$ cat src/rtl/gamepad_pmod_pkg.sv
// Shared constants for the gamepad Pmod transmit and receive paths.
// Holds the per-pad word width, the word sent for an absent pad, the
// button bit positions within a pad word, and the emulator FSM states.
package gamepad_pmod_pkg;

  localparam int unsigned PAD_BITS = 12;
  localparam logic [PAD_BITS-1:0] ABSENT_WORD = 12'hFFF;

  // Bit positions inside one 12-bit pad word (MSB first on the wire)
  localparam int unsigned BTN_B      = 11;
  localparam int unsigned BTN_Y      = 10;
  localparam int unsigned BTN_SELECT = 9;
  localparam int unsigned BTN_START  = 8;
  localparam int unsigned BTN_UP     = 7;
  localparam int unsigned BTN_DOWN   = 6;
  localparam int unsigned BTN_LEFT   = 5;
  localparam int unsigned BTN_RIGHT  = 4;
  localparam int unsigned BTN_A      = 3;
  localparam int unsigned BTN_X      = 2;
  localparam int unsigned BTN_L      = 1;
  localparam int unsigned BTN_R      = 0;

  typedef enum logic [2:0] {
    ST_IDLE,
    ST_LOAD,
    ST_BIT_LOW,
    ST_BIT_HIGH,
    ST_LATCH,
    ST_GAP
  } pmod_state_e;

endpackage

$ cat src/rtl/gamepad_pmod_emulator_if.sv
// 3-wire gamepad Pmod link.
//   pmod_data  : serial data, frame MSB first
//   pmod_clk   : serial clock, receiver samples on rising edge
//   pmod_latch : frame latch pulse, receiver transfers on rising edge
// master = transmitter (emulator), slave = receiver.
interface gamepad_pmod_emulator_if;
  logic pmod_data;
  logic pmod_clk;
  logic pmod_latch;

  modport master (output pmod_data, pmod_clk, pmod_latch);
  modport slave  (input  pmod_data, pmod_clk, pmod_latch);
endinterface

$ cat src/rtl/gamepad_pmod_emulator.sv
// Gamepad Pmod transmitter: serializes 1 or 2 pads of button states onto
// the 3-wire Pmod link (data/clk/latch), for driving the receive path in
// simulation, keyboard bridging and loopback self-test.
// Ports:
//   clk, rst_n   : system clock, synchronous active-low reset
//   enable       : 1 = send frames back-to-back, 0 = stop after current frame
//   buttons      : pad p in [12p+11:12p], 1 = pressed
//   pad_present  : 0 = pad absent, sent as all ones
//   pmod         : serial link (master side)
//   busy         : high from LOAD through LATCH
//   frame_done   : one-cycle pulse in the first GAP cycle
// All outputs are flops; they are loaded from the next-state values so each
// registered output reflects the state the FSM is in during that cycle.
module gamepad_pmod_emulator
  import gamepad_pmod_pkg::*;
#(
  parameter int NUM_PADS  = 2,
  parameter int CLK_DIV   = 4,
  parameter int FRAME_GAP = 64
) (
  input  logic                         clk,
  input  logic                         rst_n,
  input  logic                         enable,
  input  logic [PAD_BITS*NUM_PADS-1:0] buttons,
  input  logic [NUM_PADS-1:0]          pad_present,
  gamepad_pmod_emulator_if.master      pmod,
  output logic                         busy,
  output logic                         frame_done
);

  localparam int W       = PAD_BITS * NUM_PADS;
  localparam int CNT_MAX = (CLK_DIV > FRAME_GAP) ? CLK_DIV : FRAME_GAP;
  localparam int CNT_W   = $clog2(CNT_MAX);
  localparam int BCW     = $clog2(W + 1);

  localparam logic [CNT_W-1:0] DIV_RELOAD = CNT_W'(CLK_DIV - 1);
  localparam logic [CNT_W-1:0] GAP_RELOAD = CNT_W'(FRAME_GAP - 1);
  localparam logic [BCW-1:0]   BITS_LOAD  = BCW'(W);

  pmod_state_e      state, state_nxt;
  logic [CNT_W-1:0] cnt, cnt_nxt;
  logic [BCW-1:0]   bit_cnt, bit_cnt_nxt;
  logic [W-1:0]     shift, shift_nxt;
  logic [W-1:0]     frame_word;

  logic data_nxt, sclk_nxt, latch_nxt, busy_nxt, done_nxt;

  always_comb begin
    frame_word = '0;
    for (int unsigned p = 0; p < NUM_PADS; p++) begin
      frame_word[p*PAD_BITS +: PAD_BITS] =
        pad_present[p] ? buttons[p*PAD_BITS +: PAD_BITS] : ABSENT_WORD;
    end
  end

  always_comb begin
    state_nxt   = state;
    cnt_nxt     = cnt;
    bit_cnt_nxt = bit_cnt;
    shift_nxt   = shift;

    unique case (state)
      ST_IDLE: begin
        if (enable) state_nxt = ST_LOAD;
      end
      ST_LOAD: begin
        shift_nxt   = frame_word;
        bit_cnt_nxt = BITS_LOAD;
        state_nxt   = ST_BIT_LOW;
      end
      ST_BIT_LOW: begin
        if (cnt == '0) state_nxt = ST_BIT_HIGH;
        else           cnt_nxt   = cnt - 1'b1;
      end
      ST_BIT_HIGH: begin
        if (cnt == '0) begin
          shift_nxt   = {shift[W-2:0], 1'b0};
          bit_cnt_nxt = bit_cnt - 1'b1;
          state_nxt   = (bit_cnt_nxt != '0) ? ST_BIT_LOW : ST_LATCH;
        end else begin
          cnt_nxt = cnt - 1'b1;
        end
      end
      ST_LATCH: begin
        if (cnt == '0) state_nxt = ST_GAP;
        else           cnt_nxt   = cnt - 1'b1;
      end
      ST_GAP: begin
        if (cnt == '0) state_nxt = enable ? ST_LOAD : ST_IDLE;
        else           cnt_nxt   = cnt - 1'b1;
      end
      default: state_nxt = ST_IDLE;
    endcase

    // Phase counter restarts on every state change
    if (state_nxt != state) begin
      unique case (state_nxt)
        ST_BIT_LOW, ST_BIT_HIGH, ST_LATCH: cnt_nxt = DIV_RELOAD;
        ST_GAP:                            cnt_nxt = GAP_RELOAD;
        default:                           cnt_nxt = '0;
      endcase
    end

    data_nxt  = ((state_nxt == ST_BIT_LOW) || (state_nxt == ST_BIT_HIGH))
                ? shift_nxt[W-1] : 1'b0;
    sclk_nxt  = (state_nxt == ST_BIT_HIGH);
    latch_nxt = (state_nxt == ST_LATCH);
    busy_nxt  = (state_nxt == ST_LOAD) || (state_nxt == ST_BIT_LOW) ||
                (state_nxt == ST_BIT_HIGH) || (state_nxt == ST_LATCH);
    done_nxt  = (state_nxt == ST_GAP) && (state != ST_GAP);
  end

  always_ff @(posedge clk) begin
    if (!rst_n) begin
      state           <= ST_IDLE;
      cnt             <= '0;
      bit_cnt         <= '0;
      shift           <= '0;
      pmod.pmod_data  <= 1'b0;
      pmod.pmod_clk   <= 1'b0;
      pmod.pmod_latch <= 1'b0;
      busy            <= 1'b0;
      frame_done      <= 1'b0;
    end else begin
      state           <= state_nxt;
      cnt             <= cnt_nxt;
      bit_cnt         <= bit_cnt_nxt;
      shift           <= shift_nxt;
      pmod.pmod_data  <= data_nxt;
      pmod.pmod_clk   <= sclk_nxt;
      pmod.pmod_latch <= latch_nxt;
      busy            <= busy_nxt;
      frame_done      <= done_nxt;
    end
  end

endmodule

$ cat src/flat_wrapper.sv
// flat-port wrapper written by rule: the top's interface ports become plain ports
module gamepad_pmod_emulator_flat import gamepad_pmod_pkg::*;
#(
  parameter int NUM_PADS  = 2,
  parameter int CLK_DIV   = 4,
  parameter int FRAME_GAP = 64
)
  (clk, rst_n, enable, buttons, pad_present, busy, frame_done, pmod_pmod_data, pmod_pmod_clk, pmod_pmod_latch);
  gamepad_pmod_emulator_if pmod_i ();
  input  logic clk;
  input  logic rst_n;
  input  logic enable;
  input  logic [PAD_BITS*NUM_PADS-1:0] buttons;
  input  logic [NUM_PADS-1:0] pad_present;
  output logic busy;
  output logic frame_done;
  output wire logic [$bits(pmod_i.pmod_data)-1:0] pmod_pmod_data;
  output wire logic [$bits(pmod_i.pmod_clk)-1:0] pmod_pmod_clk;
  output wire logic [$bits(pmod_i.pmod_latch)-1:0] pmod_pmod_latch;
  assign pmod_pmod_data = pmod_i.pmod_data;
  assign pmod_pmod_clk = pmod_i.pmod_clk;
  assign pmod_pmod_latch = pmod_i.pmod_latch;
  gamepad_pmod_emulator #(.NUM_PADS(NUM_PADS), .CLK_DIV(CLK_DIV), .FRAME_GAP(FRAME_GAP)) u_core (.clk(clk), .rst_n(rst_n), .enable(enable), .buttons(buttons), .pad_present(pad_present), .pmod(pmod_i), .busy(busy), .frame_done(frame_done));
endmodule
$ cat config.mk
export PLATFORM = sky130hd
export DESIGN_NAME = gamepad_pmod_emulator_flat
export DESIGN_NICKNAME = d
export VERILOG_FILES = /design/src/rtl/gamepad_pmod_pkg.sv /design/src/rtl/gamepad_pmod_emulator_if.sv /design/src/rtl/gamepad_pmod_emulator.sv /design/src/flat_wrapper.sv
export SDC_FILE = /design/constraint.sdc
export NUM_CORES = 1
export LEC_CHECK = 0
export CAP_MARGIN = 30
export CORE_MARGIN = 5
export CORE_UTILIZATION = 53
export DETAILED_ROUTE_END_ITERATION = 12
export PLACE_DENSITY = 0.79
export SLEW_MARGIN = 15
export SYNTH_ARGS = -nofsm -noshare
export SYNTH_HDL_FRONTEND = slang
export SYNTH_SLANG_ARGS = --single-unit
$ cat constraint.sdc
create_clock -name clk -period 2.2 [get_ports clk]
set_input_delay 0.44 -clock clk [delete_from_list [all_inputs] [get_ports clk]]
set_output_delay 0.44 -clock clk [all_outputs]
set_load 0.01 [all_outputs]
# [Yosys cells after proc, flatten, opt, wreduce, memory -nomap -nowiden]
# Cells that the tools add are included.
[op_classes] addsub=2 eq_ne=14 muxes=18 n_reduce_logical=15
[op_table] op="one-hot mux 24 bit (2 select lines)" count=1
[op_table] op="2-to-1 mux 12 bit" count=2
[op_table] op="2-to-1 mux 24 bit" count=1
[op_table] op="2-to-1 mux 3 bit" count=6
[op_table] op="2-to-1 mux 6 bit" count=3
[op_table] op="one-hot mux 3 bit (6 select lines)" count=1
[op_table] op="== test 3 x 2 -> 1 bit, second input constant" count=4
[op_table] op="== test 3 bit, second input constant" count=4
[op_table] op="one-hot mux 6 bit (2 select lines)" count=1
[op_table] op="one-hot mux 5 bit (2 select lines)" count=1
[op_table] op="== test 3 x 1 -> 1 bit, second input constant" count=2
[op_table] op="zero test 6 bit" count=1
[op_table] op="AND reduction 2 bit" count=3
[op_table] op="subtractor 6 x 1 -> 6 bit, second input constant" count=1
[op_table] op="2-to-1 mux 5 bit" count=1
[op_table] op="nonzero test 5 bit" count=1
[op_table] op="subtractor 5 x 1 -> 5 bit, second input constant" count=1
[op_table] op="logical OR 1 bit" count=4
[op_table] op="nonzero test 2 bit" count=2
[op_table] op="OR reduction 4 bit" count=1
[op_table] op="zero test 3 bit" count=1
[op_table] op="inequality test 3 bit" count=1
[op_table] op="inequality test 3 bit, second input constant" count=1
[op_table] op="OR reduction 3 bit" count=1
[op_table] op="other kinds (4)" count=4
[word_totals] regBits=43 input_bits=29

# [Depth between registers and ports, before layout]
# Gate-level depths: netlist of run 1.
[logic_depth] word_depth=9 mapped_depth=9

# [Worst setup path after synthesis of run 1]
# No wires, ideal clock.
[synth_timing] kind="reg-to-reg" from="register u_core.cnt[0]" to="register u_core.pmod.pmod_data" setup_ns=0.115 arrival_time_ns=1.786 required_time_ns=2.085 slack_ns=0.299 path_stages_with_launch=8 path_buffers=0 cell_sequence="dfxtp_1 -> inv_1 -> ha_1 -> or4b_4 -> or4_1 -> o21ai_1 -> a211oi_2 -> and2_1"
[synth_between] elab_chain_cells=6
[synth_rtl] element="start, declared" line="gamepad_pmod_emulator.sv:41" source="logic [CNT_W-1:0] cnt, cnt_nxt;"
[synth_rtl] element="start signal, assigned" line="gamepad_pmod_emulator.sv:126" source="cnt <= cnt_nxt;"
[synth_rtl] element="zero test 6 bit (*)"
[synth_rtl] element="2-to-1 mux 3 bit (on tied branches)"
[synth_rtl] element="one-hot mux 3 bit (6 select lines)" line="gamepad_pmod_emulator.sv:62" source="unique case (state)"
[synth_rtl] element="== test 3 x 2 -> 1 bit" line="gamepad_pmod_emulator.sv:104" source="data_nxt = ((state_nxt == ST_BIT_LOW) || (state_nxt == ST_BIT_HIGH))"
[synth_rtl] element="logical OR 1 bit" line="gamepad_pmod_emulator.sv:104"
[synth_rtl] element="AND reduction 2 bit (no source line)"
[synth_rtl] element="end signal, assigned" line="gamepad_pmod_emulator.sv:129" source="pmod.pmod_data <= data_nxt;"
[synth_rtl] element="end, declared" line="gamepad_pmod_emulator_if.sv:11" source="modport master (output pmod_data, pmod_clk, pmod_latch);"
# Mark *: on every way between the ends. The rest lies on a longest branch, timed or not. The select of a mux whose other input is x is not followed.
# A chain may end at the register's enable or synchronous reset.

# [Worst setup path in the final report of run 1]
# Same ends and word-level chain as after synthesis.

==> results.txt, run 1 <==
----------------------------------------------------
[Global route]
  GRT met2 Usage ... 0.334
  Overall fraction of global-route tracks in use ... 0.198
  Busiest grt layer ... met2
  Global routing usage on met3 ... 0.0486
  Number of antenna violations at the first check in global routing ... 0
  Congestion Overflow GR ... 0
  Largest net degree at the start of global routing ... 26
  Number of global-route vias before repair ... around 2000
  Global-route wire length before repair ... 8600 um
  GR met1 Demand/Resource ... 0.245

[Clock network]
  Clock buffer depth ... 2
  CTS Hold Bufs ... 0
  Skew-Pair Late Insertion Delay ... roughly 0.30 ns
  Clock Tree Root ... clkbuf_8
  CTS tree ... yes
  Cts bufs inserted ... 5
  Clock transition at the register clock pins on the worst setup and hold paths after CTS ... 0.07 ns
  Max H-tree Level ... 2
  Number of clock sinks ... 43

[Yosys]
  Post-synth EDFFs ... 0
  Sequential area share after synthesis ... 0.391
  Synth warn ... 0
  Register bit total from synthesis ... 43
  Post-Synthesis Cell Area ... around 0.0022 mm^2
  Post-Synthesis Cells ... 287
  Count of different cell masters after synthesis ... between 40 and 50
  Top FF cell, synth ... dfxtp_1
  Syn nets ... 319
  Post-synthesis area per instance ... 7.66 um^2
  Share of synthesized registers carrying an async set or reset ... 0

[Floorplanning]
  Core region area ... 0.00400 mm^2
  Ports placed on the boundary ... 34
  Die area ... approximately 0.0055 mm^2
  Effective utilization at floorplan ... 0.550
  Number of rows created at floorplan ... 23
  DIE WIDTH ... 74.4 um
  Height of the die ... 74.4 um

[Finish]
  Util after Layout ... 0.677
  Diodes inserted ... 0
  Nets@finish ... 354
  Number of filler instances in the final layout ... 359
  Highest-count cells in the layout ignoring fill and taps ... nand2_1 (53), dfxtp_1 (43), clkdlybuf4s50_1 (33)
  Share of post-route cells with drive strength above 1 ... 0.0836
  Most frequent standard cell in the layout excluding fill and tap cells ... nand2_1
  Synth-to-layout area growth ... 23.0%

[Timing]
  Highest Clock Rate ... 500 MHz
  Final total negative setup slack ... 0 ns
  Final Hold Fails ... 0
  Fin worst setup slack ... 0.201 ns
  Final critical-path required period ... 2.00 ns
  Slew headroom ... 0.664
  Transition time at the pin with the least slew margin ... around 0.50 ns
  Worst-case clock skew ... 0.00465 ns
  Unrepaired setup endpoints after global routing ... false
  Count of pins over their slew limit ... 0
  Total setup violations reported at the end of the flow ... 0
  Worst hold slack ... approximately 0.46 ns
  Final worst-path cycle share ... 0.909

[Power and ir drop]
  Total power per unit cell area ... 791 mW/mm^2
  Switching pwr ... 0.707 mW
  Internal power ... ~1.4 mW
  Leakage Power ... 1.04 nW
  Net Sw Frac ... 0.330
  Post-route total power ... 2.14 mW
  Peak supply drop ... 0.416 mV
  Clk network pwr share ... 0.225
  Proportion of power drawn by combinational gates ... 0.343
  Sequential fraction of design power ... 0.432

[Placed design]
  Routability congestion estimate from global placement ... 0.895
  Number of port buffers ... 33
  Total half-perimeter wirelength after legalization and detailed placement ... 3800 um
  Setup slack after placement ... 0.185 ns

[Worst setup path]
  Max FO, Critical Path ... 4
  Launching element type of the critical path ... flop
  Required time of the worst setup path ... 2.39 ns
  Flop2flop setup slack ... 0.20 ns
  Launch instance of the worst register-to-register path ... u_core.cnt[0]$_SDFFE_PN0P_
  Worst reg2reg path endpoint ... u_core.pmod.pmod_data$_SDFF_PN0_
  Crit path capture type ... flop
  Signal arrival time at the worst endpoint ... 2.19 ns
  Endpoint of the most critical setup path ... u_core.pmod.pmod_data$_SDFF_PN0_
  Crit. Startpoint ... u_core.cnt[0]$_SDFFE_PN0P_
  Critical Setup Path Class ... reg2reg
  Worst Reg2Reg Path Length in Cells ... 7

[Min path]
  Min-delay worst type ... reg2reg

[Drt]
  DR vias/cell ... 5.63
  Total number of vias ... 2100
  Drt wl/cell ... between 10 and 15 um
  WL final ... around 5100 um
  Drt drc ... 0
  First-iteration detailed-routing DRC count ... 82
  Total iterations of the first detailed-routing run ... 4
  DRT antenna net count ... 0

[Job]
  Count of maximum capacitance violations ... 0

[Run status]
  Status ... finished, final reports clean

----------------------------------------------------
==> state kept, by name, summed over array words and instances, names as in the netlist <==
signal	count
u_core.bit_cnt	5
u_core.busy	1
u_core.cnt	6
u_core.frame_done	1
u_core.pmod.pmod_clk	1
u_core.pmod.pmod_data	1
u_core.pmod.pmod_latch	1
u_core.shift	24
u_core.state	3
==> cells by family (layout without fill, tap and decap cells) <==
| family | count (synthesis) | count (layout) | share of synthesized area |
|---|---|---|---|
| xor+xnor | 3 | 3 | 0.0119 |
| buf+inv | 28 | 64 | 0.0540 |
| simple gates | 101 | 101 | 0.217 |
| compound gates | 108 | 108 | 0.304 |
| fa+ha+maj | 3 | 3 | 0.0171 |
| mux | 1 | 1 | 0.00455 |
| flops | 43 | 43 | 0.391 |
==> cell usage after synthesis, types with 2 or more instances <==
library cell | count | area share
a31oi_1 | 2 | 0.0057
nand2_1 | 53 | 0.090
nand4b_1 | 2 | 0.0080
a211oi_1 | 3 | 0.010
ha_1 | 3 | 0.017
and2_1 | 3 | 0.0085
nand3_1 | 4 | 0.0091
buf_4 | 3 | 0.010
nand2b_1 | 3 | 0.0085
o21a_1 | 2 | 0.0068
o21ai_1 | 10 | 0.023
a21o_1 | 23 | 0.079
or3_1 | 2 | 0.0057
clkbuf_1 | 13 | 0.022
a21oi_1 | 32 | 0.073
xnor2_1 | 3 | 0.012
a22oi_1 | 2 | 0.0068
inv_1 | 9 | 0.015
buf_2 | 2 | 0.0046
o21ai_0 | 27 | 0.061
nor3_1 | 5 | 0.011
nor2_1 | 14 | 0.024
nor2b_1 | 6 | 0.017
dfxtp_1 | 43 | 0.39
==> layout make-up <==
class / instances / area [um^2] / share of cell area
multi-input cells: 216 / 1220 / 0.451
flip-flops and latches: 43 / 861 / 0.318
repair buffers: 46 / 444 / 0.164
clock buffers: 7 / 76.3 / 0.0282
well taps: 50 / 62.6 / 0.0231
inverters: 10 / 37.5 / 0.0139
clock inverters: 1 / 5.00 / 0.00185
==> what timing repair did <==
item                                    CTS  global route
endpoints found under the setup margin    0             3
setup buffers                             0             0
gates resized for setup                   0             1
==> worst max-delay path, cell delays in order (launching register included) <==
cell	delay (ns)
dfxtp_1	0.34
inv_1	0.06
ha_1	0.18
or4b_4	0.50
or4_1	0.47
o21ai_1	0.11
a211oi_2	0.09
and2_1	0.16
==> metal layers <==
metal | vias up | part of all wire
li1 | 1062 | -
met4 | 0 | 0.018
met5 | - | 0
met2 | 43 | 0.48
met3 | 9 | 0.054
met1 | 986 | 0.45
==> power by group through the flow <==
stage / registers, mW / logic (mW) / clock network [mW]
floorplan: 0.929 / 0.494 / 0
global placement: 0.940 / 0.712 / 0
detailed placement: 0.942 / 0.732 / 0
CTS: 0.924 / 0.734 / 0.491
global route: 0.936 / 0.827 / 0.524
finish: 0.925 / 0.735 / 0.480
==> per-stage QoR <==
| step | area, um^2 | std cells |
|---|---|---|
| 6_report | 2710 | 373 |
| 5_1_grt | 2710 | 373 |
| 4_1_cts | 2700 | 373 |
| 3_5_place_dp | 2620 | 365 |
| 3_3_place_gp | 2620 | 365 |
| 2_1_floorplan | 2200 | 287 |
==> how the worst min path moves through the flow <==
stage,from,end,slack (ns),cells past startpoint
6_report,u_core.shift[5]$_SDFFE_PN0P_,u_core.shift[5]$_SDFFE_PN0P_,0.46,2
5_1_grt,u_core.shift[5]$_SDFFE_PN0P_,u_core.shift[5]$_SDFFE_PN0P_,0.47,2
4_1_cts,u_core.shift[5]$_SDFFE_PN0P_,u_core.shift[5]$_SDFFE_PN0P_,0.46,2
3_5_place_dp,u_core.shift[5]$_SDFFE_PN0P_,u_core.shift[5]$_SDFFE_PN0P_,0.45,2
3_3_place_gp,u_core.shift[15]$_SDFFE_PN0P_,u_core.shift[15]$_SDFFE_PN0P_,0.44,2
2_1_floorplan,u_core.shift[22]$_SDFFE_PN0P_,u_core.shift[22]$_SDFFE_PN0P_,0.43,2
Note: power is estimated with default switching activity, not from simulation.
==> inputs of run 2 (changes only) <==
--- a/config.mk
+++ b/config.mk
@@ -9,8 +9,9 @@
 export CORE_MARGIN = 5
 export CORE_UTILIZATION = 53
 export DETAILED_ROUTE_END_ITERATION = 12
+export GPL_ROUTABILITY_DRIVEN = 0
 export PLACE_DENSITY = 0.79
-export SLEW_MARGIN = 15
+export SLEW_MARGIN = 20
 export SYNTH_ARGS = -nofsm -noshare
 export SYNTH_HDL_FRONTEND = slang
 export SYNTH_SLANG_ARGS = --single-unit
==> results of run 2 <==
No change in the layout: final DEF, timing and power equal those of run 1.
==> inputs of run 3 (changes only) <==
--- a/config.mk
+++ b/config.mk
@@ -10,7 +10,8 @@
 export CORE_UTILIZATION = 53
 export DETAILED_ROUTE_END_ITERATION = 12
 export GPL_ROUTABILITY_DRIVEN = 0
-export PLACE_DENSITY = 0.79
+export MAX_ROUTING_LAYER = met4
+export PLACE_DENSITY = 0.82
 export SLEW_MARGIN = 20
 export SYNTH_ARGS = -nofsm -noshare
 export SYNTH_HDL_FRONTEND = slang
==> run 3 against run 2 <==
- clock-buffer cell count is 1 higher
- utilization is 0.38 points lower
- hold slack worse by 0.00099 ns
- register-to-register slack worse by 0.07 ns
- routed wire length is 0.86% lower
- clock power is 14% higher
- sequential share of layout area is 0.18 points higher
- non-clock buffer count is 3 lower
- largest cell class unchanged
==> results.txt, run 3 (synthesized netlist as in run 1, its figures left out) <==
----------------------------------------------------
[Run status]
  Status ... finished, final reports clean

[Clock network]
  Max H-tree Level ... 2 (unchanged)
  Clock transition at the register clock pins on the worst setup and hold paths after CTS ... 0.08 ns (about the same)
  CTS tree ... yes
  Clock buffer depth ... 2 (unchanged)
  Number of setup buffers added after CTS ... 0 (unchanged)
  Skew-Pair Late Insertion Delay ... 0.30 ns (about the same)
  CTS Hold Bufs ... 0 (unchanged)
  Number of clock sinks ... 43 (unchanged)
  Cts bufs inserted ... 5 (unchanged)
  Clock Tree Root ... clkbuf_8

[Placed design]
  Number of port buffers ... 33 (unchanged)
  Total half-perimeter wirelength after legalization and detailed placement ... 3600 um (-5.2%)
  Dpl cell area ... 0.00259 mm^2 (-1.3%)

[Power and ir drop]
  Peak supply drop ... 0.427 mV (+2.7%)
  Total power per unit cell area ... 801 mW/mm^2 (+1.4%)
  Post-route total power ... 2.16 mW (+0.81%)
  Leakage Power ... 1.03 nW (-0.99%)

[Floorplanning]
  Die area ... 0.00554 mm^2 (unchanged)
  DIE WIDTH ... 74.4 um (unchanged)
  Number of rows created at floorplan ... 23 (unchanged)
  Effective utilization at floorplan ... 0.550 (unchanged)
  Core region area ... 0.00400 mm^2 (unchanged)
  Height of the die ... 74.4 um (unchanged)
  Ports placed on the boundary ... 34 (unchanged)

[Worst setup path]
  Launching element type of the critical path ... flop
  Signal arrival time at the worst endpoint ... 2.26 ns (+0.07 ns)
  Crit path capture type ... flop
  Critical Setup Path Class ... reg2reg
  Required time of the worst setup path ... 2.40 ns (about the same)
  Standard cell with the maximum stage delay on the critical path ... or4b_4
  Crit-path max cell delay ... 0.51 ns (about the same)
  Max FO, Critical Path ... 4 (unchanged)
  Crit path cell chain ... inv_1, ha_1, or4b_4, or4_1, o21ai_1, a211oi_2, and2_1

[Finish]
  Largest register FFs ... 24 (unchanged)
  Synth-to-layout area growth ... 22.4%
  Most frequent standard cell in the layout excluding fill and tap cells ... nand2_1
  Final std cell area, no fill ... 0.00269 mm^2 (-0.55%)
  Share of post-route cells with drive strength above 1 ... 0.0781 (-0.00547)
  Top register by number of flip-flops ... u_core.shift
  Nets@finish ... 351 (-0.85%)
  Diodes inserted ... 0 (unchanged)
  Leading registers by flop count ... u_core.shift x24, u_core.cnt x6, u_core.bit_cnt x5
  Highest-count cells in the layout ignoring fill and taps ... nand2_1 (53), dfxtp_1 (43), clkdlybuf4s50_1 (33)

[Timing]
  Unrepaired setup endpoints after global routing ... false
  Worst-case clock skew ... 0.00705 ns (+0.00239 ns)
  Transition time at the pin with the least slew margin ... 0.496 ns (-0.00465 ns)
  Count of pins over their slew limit ... 0 (unchanged)
  Slew headroom ... 0.668 (+0.00350)
  Final total negative setup slack ... 0 ns (unchanged)
  Worst hold slack ... 0.457 ns (-0.000986 ns)
  Total setup violations reported at the end of the flow ... 0 (unchanged)
  Highest Clock Rate ... 483 MHz (-3.4%)
  Final worst-path cycle share ... 0.941 (+0.0320)
  Final Hold Fails ... 0 (unchanged)
  Final critical-path required period ... 2.07 ns (+0.0703 ns)

[Drt]
  Drt wl/cell ... 13.7 um (about the same)
  Total iterations of the first detailed-routing run ... 4 (unchanged)
  DRT antenna net count ... 0 (unchanged)
  First-iteration detailed-routing DRC count ... 144 (+76%)
  WL final ... 5060 um (-0.86%)
  Total number of vias ... 2070 (-1.4%)
  DR vias/cell ... 5.59 (-0.63%)
  Drt drc ... 0 (unchanged)

[Min path]
  Min-delay worst type ... reg2reg

[Global route]
  Number of antenna violations at the first check in global routing ... 0 (unchanged)
  Global-route wire length before repair ... 8400 um (-2.2%)
  Overall fraction of global-route tracks in use ... 0.199 (+0.00126)
  Number of global-route vias before repair ... 1850 (-6.5%)
  Largest net degree at the start of global routing ... 27 (+3.8%)
  Congestion Overflow GR ... 0 (unchanged)

[Job]
  Count of maximum capacitance violations ... 0 (unchanged)

----------------------------------------------------
[run 3: what timing repair did]
action                     4_1_cts  5_1_grt
gates resized for setup          0        1
setup endpoints to repair        0        1
hold endpoints to repair         0        0
[run 3: area by class of cell]
type                       count  area [um^2]
inverter                      10         37.5
fill                         344         1310
sequential                    43          861
timing repair buffer          43          405
multi-input combinational    216         1220
clock buffer                   8          100
tap                           50         62.6
[run 3: worst max-delay path: cells and delay by family (launching register included)]
family	cells	cell delay, ns
AND/OR/NAND/NOR	3	1.19
flip-flops	1	0.34
AO/OA/AOI/OAI	2	0.21
adder cells (fa/ha/maj)	1	0.18
buffers and inverters	1	0.06
[run 3: worst paths after layout]
path	end	depth (start not counted)	slack, ns	from
worst max-delay path	u_core.pmod.pmod_data$_SDFF_PN0_	7	0.13	u_core.cnt[0]$_SDFFE_PN0P_
worst min-delay path	u_core.shift[19]$_SDFFE_PN0P_	2	0.46	u_core.shift[19]$_SDFFE_PN0P_
worst max register to register	u_core.pmod.pmod_data$_SDFF_PN0_	7	0.13	u_core.cnt[0]$_SDFFE_PN0P_
worst min register to register	u_core.shift[19]$_SDFFE_PN0P_	2	0.46	u_core.shift[19]$_SDFFE_PN0P_
[run 3: stage by stage]
stage,setup WS (ns),utilization,cells
after global routing,0.0265,0.673,370
after global placement,0.236,0.647,362
after detailed placement,0.177,0.647,362
final,0.131,0.673,370
after floorplan,0.299,-,287
after CTS,0.154,0.672,370
[run 3: metal layers]
layer  GRT usage  wire length (um)  up-vias
li1            -                 -     1061
met1       0.253              2330      962
met2       0.313              2430       36
met3      0.0365               204       11
met4      0.0791                95        0
met5           -                 0        -
[run 3: where the power goes]
| part | internal (mW) | switching, mW | leakage (nW) | total (mW) |
|---|---|---|---|---|
| logic | 0.299 | 0.386 | 0.626 | 0.685 |
| clock network | 0.286 | 0.261 | 0.0515 | 0.547 |
| registers | 0.865 | 0.0594 | 0.351 | 0.924 |
